$ cat config.mk
export PLATFORM = sky130hd
export DESIGN_NAME = mips_datapath
export DESIGN_NICKNAME = d
export VERILOG_FILES = /design/src/rtl/mips_pkg.sv /design/src/rtl/mips_datapath_regfile.sv /design/src/rtl/mips_datapath.sv
export SDC_FILE = /design/constraint.sdc
export NUM_CORES = 2
export LEC_CHECK = 0
export CAP_MARGIN = 10
export CORE_ASPECT_RATIO = 0.75
export CORE_MARGIN = 2
export CORE_UTILIZATION = 60
export CTS_CLUSTER_DIAMETER = 200
export DETAILED_ROUTE_END_ITERATION = 8
export PLACE_DENSITY = 0.77
export REMOVE_ABC_BUFFERS = 1
export SLEW_MARGIN = 10
export SYNTH_ARGS = -nofsm -noshare
export SYNTH_HDL_FRONTEND = slang
export SYNTH_SLANG_ARGS = --single-unit
$ cat constraint.sdc
create_clock -name clk -period 52.7 [get_ports clk]
set_clock_uncertainty 0.15 [all_clocks]
set_input_delay 10.54 -clock clk [delete_from_list [all_inputs] [get_ports clk]]
set_output_delay 10.54 -clock clk [all_outputs]
set_load 0.01 [all_outputs]
$ cat src/rtl/mips_pkg.sv
// Shared encodings for the multicycle MIPS datapath and its control unit:
// ALU operation codes, mux select encodings and instruction field constants.
package mips_pkg;

   localparam logic [3:0] ALU_AND   = 4'b0000;
   localparam logic [3:0] ALU_OR    = 4'b0001;
   localparam logic [3:0] ALU_ADD   = 4'b0010;
   localparam logic [3:0] ALU_SUB   = 4'b0110;
   localparam logic [3:0] ALU_SLT   = 4'b0111;
   localparam logic [3:0] ALU_FUNCT = 4'b1111;

   typedef enum logic [1:0] {
      SRCB_REG     = 2'b00,
      SRCB_FOUR    = 2'b01,
      SRCB_IMM     = 2'b10,
      SRCB_IMM_SH2 = 2'b11
   } srcBSelT;

   typedef enum logic [1:0] {
      DST_RT     = 2'b00,
      DST_RD     = 2'b01,
      DST_RA     = 2'b10,
      DST_RT_ALT = 2'b11
   } regDstSelT;

   typedef enum logic [1:0] {
      PCSRC_ALU    = 2'b00,
      PCSRC_BRANCH = 2'b01,
      PCSRC_JUMP   = 2'b10,
      PCSRC_ALUOUT = 2'b11
   } pcSrcSelT;

   localparam logic [5:0] OP_RTYPE = 6'b000000;
   localparam logic [5:0] OP_J     = 6'b000010;
   localparam logic [5:0] OP_JAL   = 6'b000011;
   localparam logic [5:0] OP_BEQ   = 6'b000100;
   localparam logic [5:0] OP_ADDI  = 6'b001000;
   localparam logic [5:0] OP_LW    = 6'b100011;
   localparam logic [5:0] OP_SW    = 6'b101011;

   localparam logic [5:0] FN_ADD = 6'b100000;
   localparam logic [5:0] FN_SUB = 6'b100010;
   localparam logic [5:0] FN_AND = 6'b100100;
   localparam logic [5:0] FN_OR  = 6'b100101;
   localparam logic [5:0] FN_SLT = 6'b101010;

   // Function-field requests decode funct only for R-type; everything else adds.
   function automatic logic [3:0] resolveAluOp(input logic [3:0] aluControl,
                                                input logic [5:0] opcode,
                                                input logic [5:0] funct);
      logic [3:0] op;
      op = aluControl;
      if (aluControl == ALU_FUNCT) begin
         op = ALU_ADD;
         if (opcode == OP_RTYPE) begin
            case (funct)
               FN_SUB:  op = ALU_SUB;
               FN_AND:  op = ALU_AND;
               FN_OR:   op = ALU_OR;
               FN_SLT:  op = ALU_SLT;
               default: op = ALU_ADD;
            endcase
         end
      end
      return op;
   endfunction

endpackage

$ cat src/rtl/mips_datapath_regfile.sv
// 32x32 register file: two combinational read ports, one synchronous write
// port, asynchronous clear, register 0 hardwired to zero.
module regfile (
   input  logic        clk,
   input  logic        reset,
   input  logic [4:0]  rdAddrA,
   input  logic [4:0]  rdAddrB,
   output logic [31:0] rdDataA,
   output logic [31:0] rdDataB,
   input  logic        wrEn,
   input  logic [4:0]  wrAddr,
   input  logic [31:0] wrData
);

   logic [31:0] regsQ [0:31];

   // Writes to register 0 are dropped so it can never hold a stale value.
   always_ff @(posedge clk or posedge reset) begin
      if (reset) begin
         for (int i = 0; i < 32; i++) begin
            regsQ[i] <= '0;
         end
      end else if (wrEn && (wrAddr != 5'd0)) begin
         regsQ[wrAddr] <= wrData;
      end
   end

   assign rdDataA = (rdAddrA == 5'd0) ? 32'd0 : regsQ[rdAddrA];
   assign rdDataB = (rdAddrB == 5'd0) ? 32'd0 : regsQ[rdAddrB];

endmodule

$ cat src/rtl/mips_datapath.sv
// Multicycle MIPS datapath: PC, IR, MDR, A, B, ALUOut, register file and ALU,
// steered cycle by cycle by control_unit through one unified memory port.
module mips_datapath
   import mips_pkg::*;
#(
   parameter logic [31:0] RESET_PC = 32'h0000_0000
) (
   input  logic        clk,
   input  logic        reset,
   input  logic        IorD,
   input  logic        MemWrite,
   input  logic        IRWrite,
   input  logic        MemtoReg,
   input  logic        RegWrite,
   input  logic        ALUSrcA,
   input  logic        Branch,
   input  logic        PCWrite,
   input  logic [1:0]  ALUSrcB,
   input  logic [1:0]  RegDst,
   input  logic [1:0]  PCSrc,
   input  logic [3:0]  ALUControl,
   output logic [5:0]  opcode,
   output logic [5:0]  funct,
   output logic        zero,
   output logic [31:0] mem_addr,
   output logic [31:0] mem_wdata,
   output logic        mem_we,
   input  logic [31:0] mem_rdata
);

   logic [31:0] pcQ, irQ, mdrQ, aQ, bQ, aluOutQ;
   logic [31:0] pcD;
   logic [31:0] rfRdA, rfRdB, rfWrData;
   logic [4:0]  rfWrAddr;
   logic [31:0] immExt, srcA, srcB, aluResult;
   logic [31:0] branchTarget, jumpTarget;
   logic [3:0]  aluOp;
   logic        pcLoad;

   srcBSelT   srcBSel;
   regDstSelT regDstSel;
   pcSrcSelT  pcSrcSel;

   assign srcBSel   = srcBSelT'(ALUSrcB);
   assign regDstSel = regDstSelT'(RegDst);
   assign pcSrcSel  = pcSrcSelT'(PCSrc);

   assign opcode    = irQ[31:26];
   assign funct     = irQ[5:0];
   assign mem_addr  = IorD ? aluOutQ : pcQ;
   assign mem_wdata = bQ;
   assign mem_we    = MemWrite;

   assign immExt       = {{16{irQ[15]}}, irQ[15:0]};
   assign branchTarget = pcQ + (immExt << 2);
   assign jumpTarget   = {pcQ[31:28], irQ[25:0], 2'b00};
   assign srcA         = ALUSrcA ? aQ : pcQ;

   // ALU operand B selection.
   always_comb begin
      srcB = bQ;
      case (srcBSel)
         SRCB_REG:     srcB = bQ;
         SRCB_FOUR:    srcB = 32'd4;
         SRCB_IMM:     srcB = immExt;
         SRCB_IMM_SH2: srcB = immExt << 2;
      endcase
   end

   // ALU: wrap-around arithmetic, signed slt, unknown codes fall back to add.
   always_comb begin
      aluOp     = resolveAluOp(ALUControl, irQ[31:26], irQ[5:0]);
      aluResult = srcA + srcB;
      case (aluOp)
         ALU_AND: aluResult = srcA & srcB;
         ALU_OR:  aluResult = srcA | srcB;
         ALU_SUB: aluResult = srcA - srcB;
         ALU_SLT: aluResult = ($signed(srcA) < $signed(srcB)) ? 32'd1 : 32'd0;
         default: aluResult = srcA + srcB;
      endcase
   end

   assign zero = (aluResult == 32'd0);

   // Next-PC source and load enable.
   always_comb begin
      pcD = aluResult;
      case (pcSrcSel)
         PCSRC_ALU:    pcD = aluResult;
         PCSRC_BRANCH: pcD = branchTarget;
         PCSRC_JUMP:   pcD = jumpTarget;
         PCSRC_ALUOUT: pcD = aluOutQ;
      endcase
      pcLoad = PCWrite | (Branch & zero);
   end

   // Write-back steering; the link register path always stores the current PC.
   always_comb begin
      rfWrAddr = irQ[20:16];
      rfWrData = MemtoReg ? mdrQ : aluOutQ;
      case (regDstSel)
         DST_RT:     rfWrAddr = irQ[20:16];
         DST_RD:     rfWrAddr = irQ[15:11];
         DST_RA: begin
            rfWrAddr = 5'd31;
            rfWrData = pcQ;
         end
         DST_RT_ALT: rfWrAddr = irQ[20:16];
      endcase
   end

   regfile u_regfile (
      .clk     (clk),
      .reset   (reset),
      .rdAddrA (irQ[25:21]),
      .rdAddrB (irQ[20:16]),
      .rdDataA (rfRdA),
      .rdDataB (rfRdB),
      .wrEn    (RegWrite),
      .wrAddr  (rfWrAddr),
      .wrData  (rfWrData)
   );

   // Architectural and inter-cycle registers; only IR and PC are gated.
   always_ff @(posedge clk or posedge reset) begin
      if (reset) begin
         pcQ     <= RESET_PC;
         irQ     <= '0;
         mdrQ    <= '0;
         aQ      <= '0;
         bQ      <= '0;
         aluOutQ <= '0;
      end else begin
         if (IRWrite) irQ <= mem_rdata;
         if (pcLoad)  pcQ <= pcD;
         mdrQ    <= mem_rdata;
         aQ      <= rfRdA;
         bQ      <= rfRdB;
         aluOutQ <= aluResult;
      end
   end

endmodule

== Yosys cells after proc, flatten, opt, wreduce, memory -nomap -nowiden ==
Cells that the tools add are included.
Cells by class
  divide/modulo/power cells: 0
  add/subtract/negate cells: 3
  $lt $le $gt $ge: 5
  shift operators: 0
  multiply operators: 0
  eq/ne operators: 17
  reduce and logical (&&, ||, !) cells: 13
  bitwise operators: 8
  muxes and demuxes: 23
Operators by type and width (count)
  1024-bit bitwise mux: 1
  32-bit case mux with 4 select lines: 3
  32-bit 2-to-1 mux: 11
  32-bit binary-select mux with 5-bit select: 2
  32-bit demux with 5-bit select: 1
  32-bit adder: 2
  32-bit AND: 1
  32-bit zero test: 1
  32-bit less-than comparator: 1
  32-bit OR: 1
  32-bit subtractor: 1
  6-bit equality test, second input constant: 4
  6-bit greater-or-equal comparator, second input constant: 3
  5-bit inverter with 6-bit output: 3
  5-bit case mux with 3 select lines: 1
  2-bit equality test, second input constant: 6
  3-bit case mux with 4 select lines: 1
  5-bit zero test: 2
  4-bit by 3-bit equality test with 1-bit output, second input constant: 2
  2-bit by 1-bit equality test with 1-bit output, second input constant: 3
  2-bit zero test: 3
  6-bit zero test: 1
  6-bit by 1-bit less-than comparator with 1-bit output, second input constant: 1
  5-bit nonzero test: 1
  other kinds (12): 13
Word-level totals
  bits in read-only memories: 0
  output and inout port bits: 78
  bits in writable memories: 0
  latch bits: 0
  register bits after elaboration: 1216
  logic and storage cells: 108
  bits of input ports: 52
  memories: 0

== Depth between registers and ports, before layout ==
  word-level depth: 10
  gate-level depth with buffers: 21
  gate-level depth less buffers: 18

== Cells and area by module ==
A second synthesis with hierarchy kept.
Unflattened totals
  cells, all modules: 5217
  area, all modules: 70191.1 sq um
Modules (own cells, without submodules)
  regfile: area each 54935.2 sq um, cells an instance 3614, seq. area each 25624.6 sq um, times used 1
  mips_datapath: area each 15255.9 sq um, cells an instance 1603, seq. area each 4804.6 sq um, times used 1

== Worst setup path after synthesis ==
Ideal clock, no wire load.
  path type: input port to output port
  from: input ALUSrcB[1]
  to: output zero
  data required time: 42.010 ns
  setup slack: 26.846 ns
  arrival time: 15.164 ns
  path buffers: 3
  stages: 16
  path through: clkbuf_1 > clkbuf_1 > mux2i_1 > o21ai_0 > ha_1 > clkbuf_1 > o211ai_1 > o21a_1 > a2111oi_0 > o22ai_1 > a221o_1 > a22o_1 > or4_1 > nor4_1 > nand3_1 > nor3_1
Between the ends
  elaborated cells between the ends (all ways): 13
  classes of those cells: 2 x add/sub; 1 x order compare; 3 x eq/ne; 3 x mux; 2 x bitwise; 2 x reduce/logical
RTL lines
  from (decl): RTL line mips_datapath.sv:18  | input logic [1:0] ALUSrcB,
  2-bit equality test, or another cell as far along: RTL line mips_datapath.sv:62  | case (srcBSel)
  32-bit case mux with 4 select lines (*): RTL line mips_datapath.sv:62
  32-bit adder, or another cell as far along: RTL line mips_datapath.sv:79  | default: aluResult = srcA + srcB;
  32-bit case mux with 4 select lines (*): RTL line mips_datapath.sv:74  | case (aluOp)
  net aluResult[15]: RTL line mips_datapath.sv:35  | logic [31:0] immExt, srcA, srcB, aluResult;
  32-bit zero test (*): RTL line mips_datapath.sv:83  | assign zero = (aluResult == 32'd0);
  to (decl): RTL line mips_datapath.sv:24  | output logic zero,
The timed path passes the listed nets; every way through them passes the cells marked *.

== Final worst setup path ==
  from: input ALUSrcB[1]
  to: output zero
Between the ends
  cells in the longest elaborated chain, start to end: 6
  elaborated cells between the ends (all ways): 13
  classes of those cells: 2 x add/sub; 1 x order compare; 3 x eq/ne; 3 x mux; 2 x bitwise; 2 x reduce/logical
RTL lines
  2-bit equality test, or another cell as far along: RTL line mips_datapath.sv:62
  32-bit case mux with 4 select lines (*): RTL line mips_datapath.sv:62
  32-bit less-than comparator: RTL line mips_datapath.sv:78  | ALU_SLT: aluResult = ($signed(srcA) < $signed(srcB)) ? 32'd1 : 32'd0;
  1-bit 2-to-1 mux: RTL line mips_datapath.sv:78
  32-bit case mux with 4 select lines (*): RTL line mips_datapath.sv:74
  net aluResult[0]: RTL line mips_datapath.sv:35
  32-bit zero test (*): RTL line mips_datapath.sv:83
Marked as above.

==> summary.txt <==
Outcome
  – Status: finished, final reports clean

Synth
  – Top FF cell, synth: dfrtp_1
  – Ys async rst share: 100%
  – Post-synth EDFFs: 0
  – Yosys top cell by area: dfrtp_1
  – Post-Syn Area per Cell: about 11 µm²
  – Distinct cells, synth: slightly above 80
  – Sequential share of the synthesized area: between 40% and 50%
  – Synthesis Warnings: 0
  – Top-area cell type share of the netlist area: a little under half
  – Area contributors post-synth: dfrtp_1 (45%), mux4_2 (17%), o21ai_0 (8.0%), nand2_1 (6.2%), mux2i_1 (3.4%)
  – FF+latch count, synth: 1216
  – Mapped Cells: 6282
  – Mapped Area: 0.0671 mm²

Global route
  – Vias in the first global route: about 54000
  – Largest net degree at the start of global routing: about 190
  – First-pass GRT wire length: 344000 µm
  – Initial antenna violation count: 14
  – Total GRT Usage: approximately two fifths
  – Global route total overflow: 0

Setup path
  – Startpoint types: primary input
  – Critical path type: primary input to primary output
  – Crit-path max FO: 20
  – Reg2Reg Launch Point: irQ[15]
  – CP Capture Type: primary output
  – CP arrival: approximately 17 ns
  – Crit. Startpoint: ALUSrcB[1]
  – Required time worst endpoint: roughly 42 ns

Floorplanning
  – Core outline area: 0.111 mm²
  – Die Area: 0.114 mm²
  – Io pins: between 100 and 150
  – Initial Utilization: about three fifths
  – Chip width: around 390 µm
  – DIE HEIGHT: 294 µm
  – Rows: ~110

Layout
  – Fin nets: between 6000 and 7000
  – Area Growth Syn to Fin: 8.98%
  – Non-filler instance count after layout: 7555
  – Layout cells sized above 1: 18.0%
  – Fillers: 8282

Power
  – Leak: 32.0 nW
  – Pwr dens: 55.1 mW/mm²
  – Maximum vdd drop: 41.4 µV

Clocking
  – Post-CTS Hold Buffers: 0
  – CTS tree: built
  – CTS max path bufs: 3
  – Clk sinks: 1216
  – Number of setup buffers added after CTS: 0
  – Later-pin clock latency in the skew report: 0.78 ns
  – Resized Gates After CTS: 0
  – Root Buffer: clkbuf_16
  – H-tree depth: 3
  – Num CTS Buffers: around 120
  – Clock transition at path regs: ~0.060 ns

Timing
  – TNS Setup: 0 ns
  – Period utilization: 53.0%
  – Fmax: 0.0358 GHz
  – RSZ-0062 raised after global routing: no
  – Final Hold Viols: 0
  – Pins over their slew limit: 0
  – Worst slew pin tran: 1.26 ns
  – Min cycle time layout: 27.93 ns
  – Final setup violating endpoints: 0
  – Worst rel slew slack: 15.9%

Routing
  – Routed length per instance: just over 30 µm
  – Drt total wl: 230000 µm
  – Drt first-iter violations: 7536
  – Drt drc: 0
  – Vias: roughly 54000
  – Antenna-violating nets left: 0
  – Vias per cell: 7.17
  – DR pass1 iterations: 6

Min path
  – Hold Path Class: register to register
  – Hold Crit Start: u_regfile.regsQ[1013]

Flow run
  – Max-cap violations: 0

Placement
  – Placed Instances: 7338
  – Hpwl dp: approximately 140000 µm
  – IO Port Bufs: 127
  – Final GP Congestion: 0.970
-- final timing paths --
check	endpoint	slack (ns)	cells past startpoint
min	u_regfile.regsQ[1013]	0.25	0
max in group asynchronous	aluOutQ[4]	39.05	5
min in group asynchronous	u_regfile.regsQ[860]	10.14	2
max	zero	24.77	18
max reg2reg	pcQ[3]	45.38	18
min reg2reg	u_regfile.regsQ[1013]	0.25	0
-- cell usage after synthesis (6+ instances only) --
cell	n
a211o_1	31
a211oi_1	23
a21boi_0	6
a21o_1	49
a21oi_1	186
a221o_1	7
a221oi_1	58
a22o_1	22
a22oi_1	6
a31oi_1	12
and3_1	9
buf_1	84
buf_4	14
clkbuf_1	533
dfrtp_1	1216
ha_1	127
inv_1	116
mux2_1	7
mux2_2	191
mux2i_1	229
mux4_2	495
nand2_1	1116
nand2b_1	25
nand3_1	34
nand3b_1	6
nand4_1	14
nor2_1	185
nor2b_1	13
nor3_1	43
nor4_1	12
o211ai_1	32
o21a_1	15
o21ai_0	1075
o21bai_1	10
o221a_2	8
o221ai_1	44
o22ai_1	67
o31ai_1	10
or2_2	23
or3_1	14
xnor2_1	17
xor2_1	17
-- worst max-delay path: stages --
cell and delay [ns]:
clkdlybuf4s50_1 0.46, buf_4 0.32, and2_0 0.75, nand2_1 0.10, o21ai_0 0.18, ha_1 0.41
or2_2 0.33, a211o_1 0.34, a211oi_1 0.30, o31ai_1 0.19, a31oi_1 0.38, a221oi_1 0.16
a221o_1 0.36, or4_1 0.52, nor4_1 0.48, nand3_1 0.39, nor3_1 0.38, clkdlybuf4s50_1 0.63
-- placed cells by master (no fill, tap or decap), types with 23 or more instances in the layout --
cell type	instances
dfrtp_1	1206
nand2_1	1110
o21ai_0	1075
mux4_2	495
mux2i_1	229
mux2_2	191
nor2_1	183
a21oi_1	157
ha_1	126
clkdlybuf4s50_1	122
clkbuf_16	116
inv_1	115
buf_4	100
o22ai_1	67
a221oi_1	58
a21o_1	49
o221ai_1	44
nor3_1	41
nand3_1	33
o211ai_1	32
a211o_1	31
a211oi_1	23
clkbuf_8	23
-- cells by family after synthesis --
logic type | share of synthesized area [%]
DFF | 45.4
and+or+nand+nor | 9.27
adders and majority gates | 2.46
muxes | 23.4
buffers and inverters | 4.30
AOI/OAI and AO/OA | 14.8
xor gates and xnor gates | 0.444
-- flip-flops by register name (all words and copies together) (netlist names) --
| signal | cells |
|---|---|
| aQ | 32 |
| pcQ | 32 |
| mdrQ | 32 |
| aluOutQ | 32 |
| irQ | 32 |
| mem_wdata | 32 |
| u_regfile.regsQ | 1024 |
-- stage by stage --
stage	utilization, %	instance area [µm²]	total power, mW	setup slack [ns]	hold WS [ns]
global route	65.8	73100	4.22	24.45	0.267
floorplan	-	64600	2.58	7.75	0.219
detailed placement	62.0	68900	3.05	24.94	0.238
finish	65.8	73100	4.03	24.77	0.250
CTS	65.7	73000	3.97	24.93	0.252
global placement	62.0	68900	2.98	25.05	0.231
-- where the power goes --
part / switching, mW / internal [mW]
Combinational: 0.780 / 0.686
Sequential: 0.357 / 1.29
Clock: 0.391 / 0.527
Total: 1.53 / 2.50
-- metal layers --
metal / up-vias / part of all wire [%] / wire length (µm) / global-route usage [%]
li1: 22200 / - / - / -
met1: 27100 / 38 / 86400 / 56.0
met2: 3989 / 42 / 97000 / 57.0
met3: 879 / 14 / 31700 / 13.2
met4: 18 / 6.6 / 15200 / 22.1
met5: - / 0.065 / 149 / 0.296
-- area by class of cell --
| type | count | area [µm²] | area share (%) |
|---|---|---|---|
| antenna | 3 | 7.51 | 0.0103 |
| clock buffer | 161 | 3300 | 4.52 |
| clock inverter | 53 | 852 | 1.17 |
| inverter | 116 | 443 | 0.606 |
| multi-input combinational | 4315 | 34100 | 46.6 |
| sequential | 1216 | 30500 | 41.7 |
| tap | 1458 | 1820 | 2.50 |
| timing repair buffer | 233 | 2120 | 2.90 |
(Power assumes the default switching activity.)
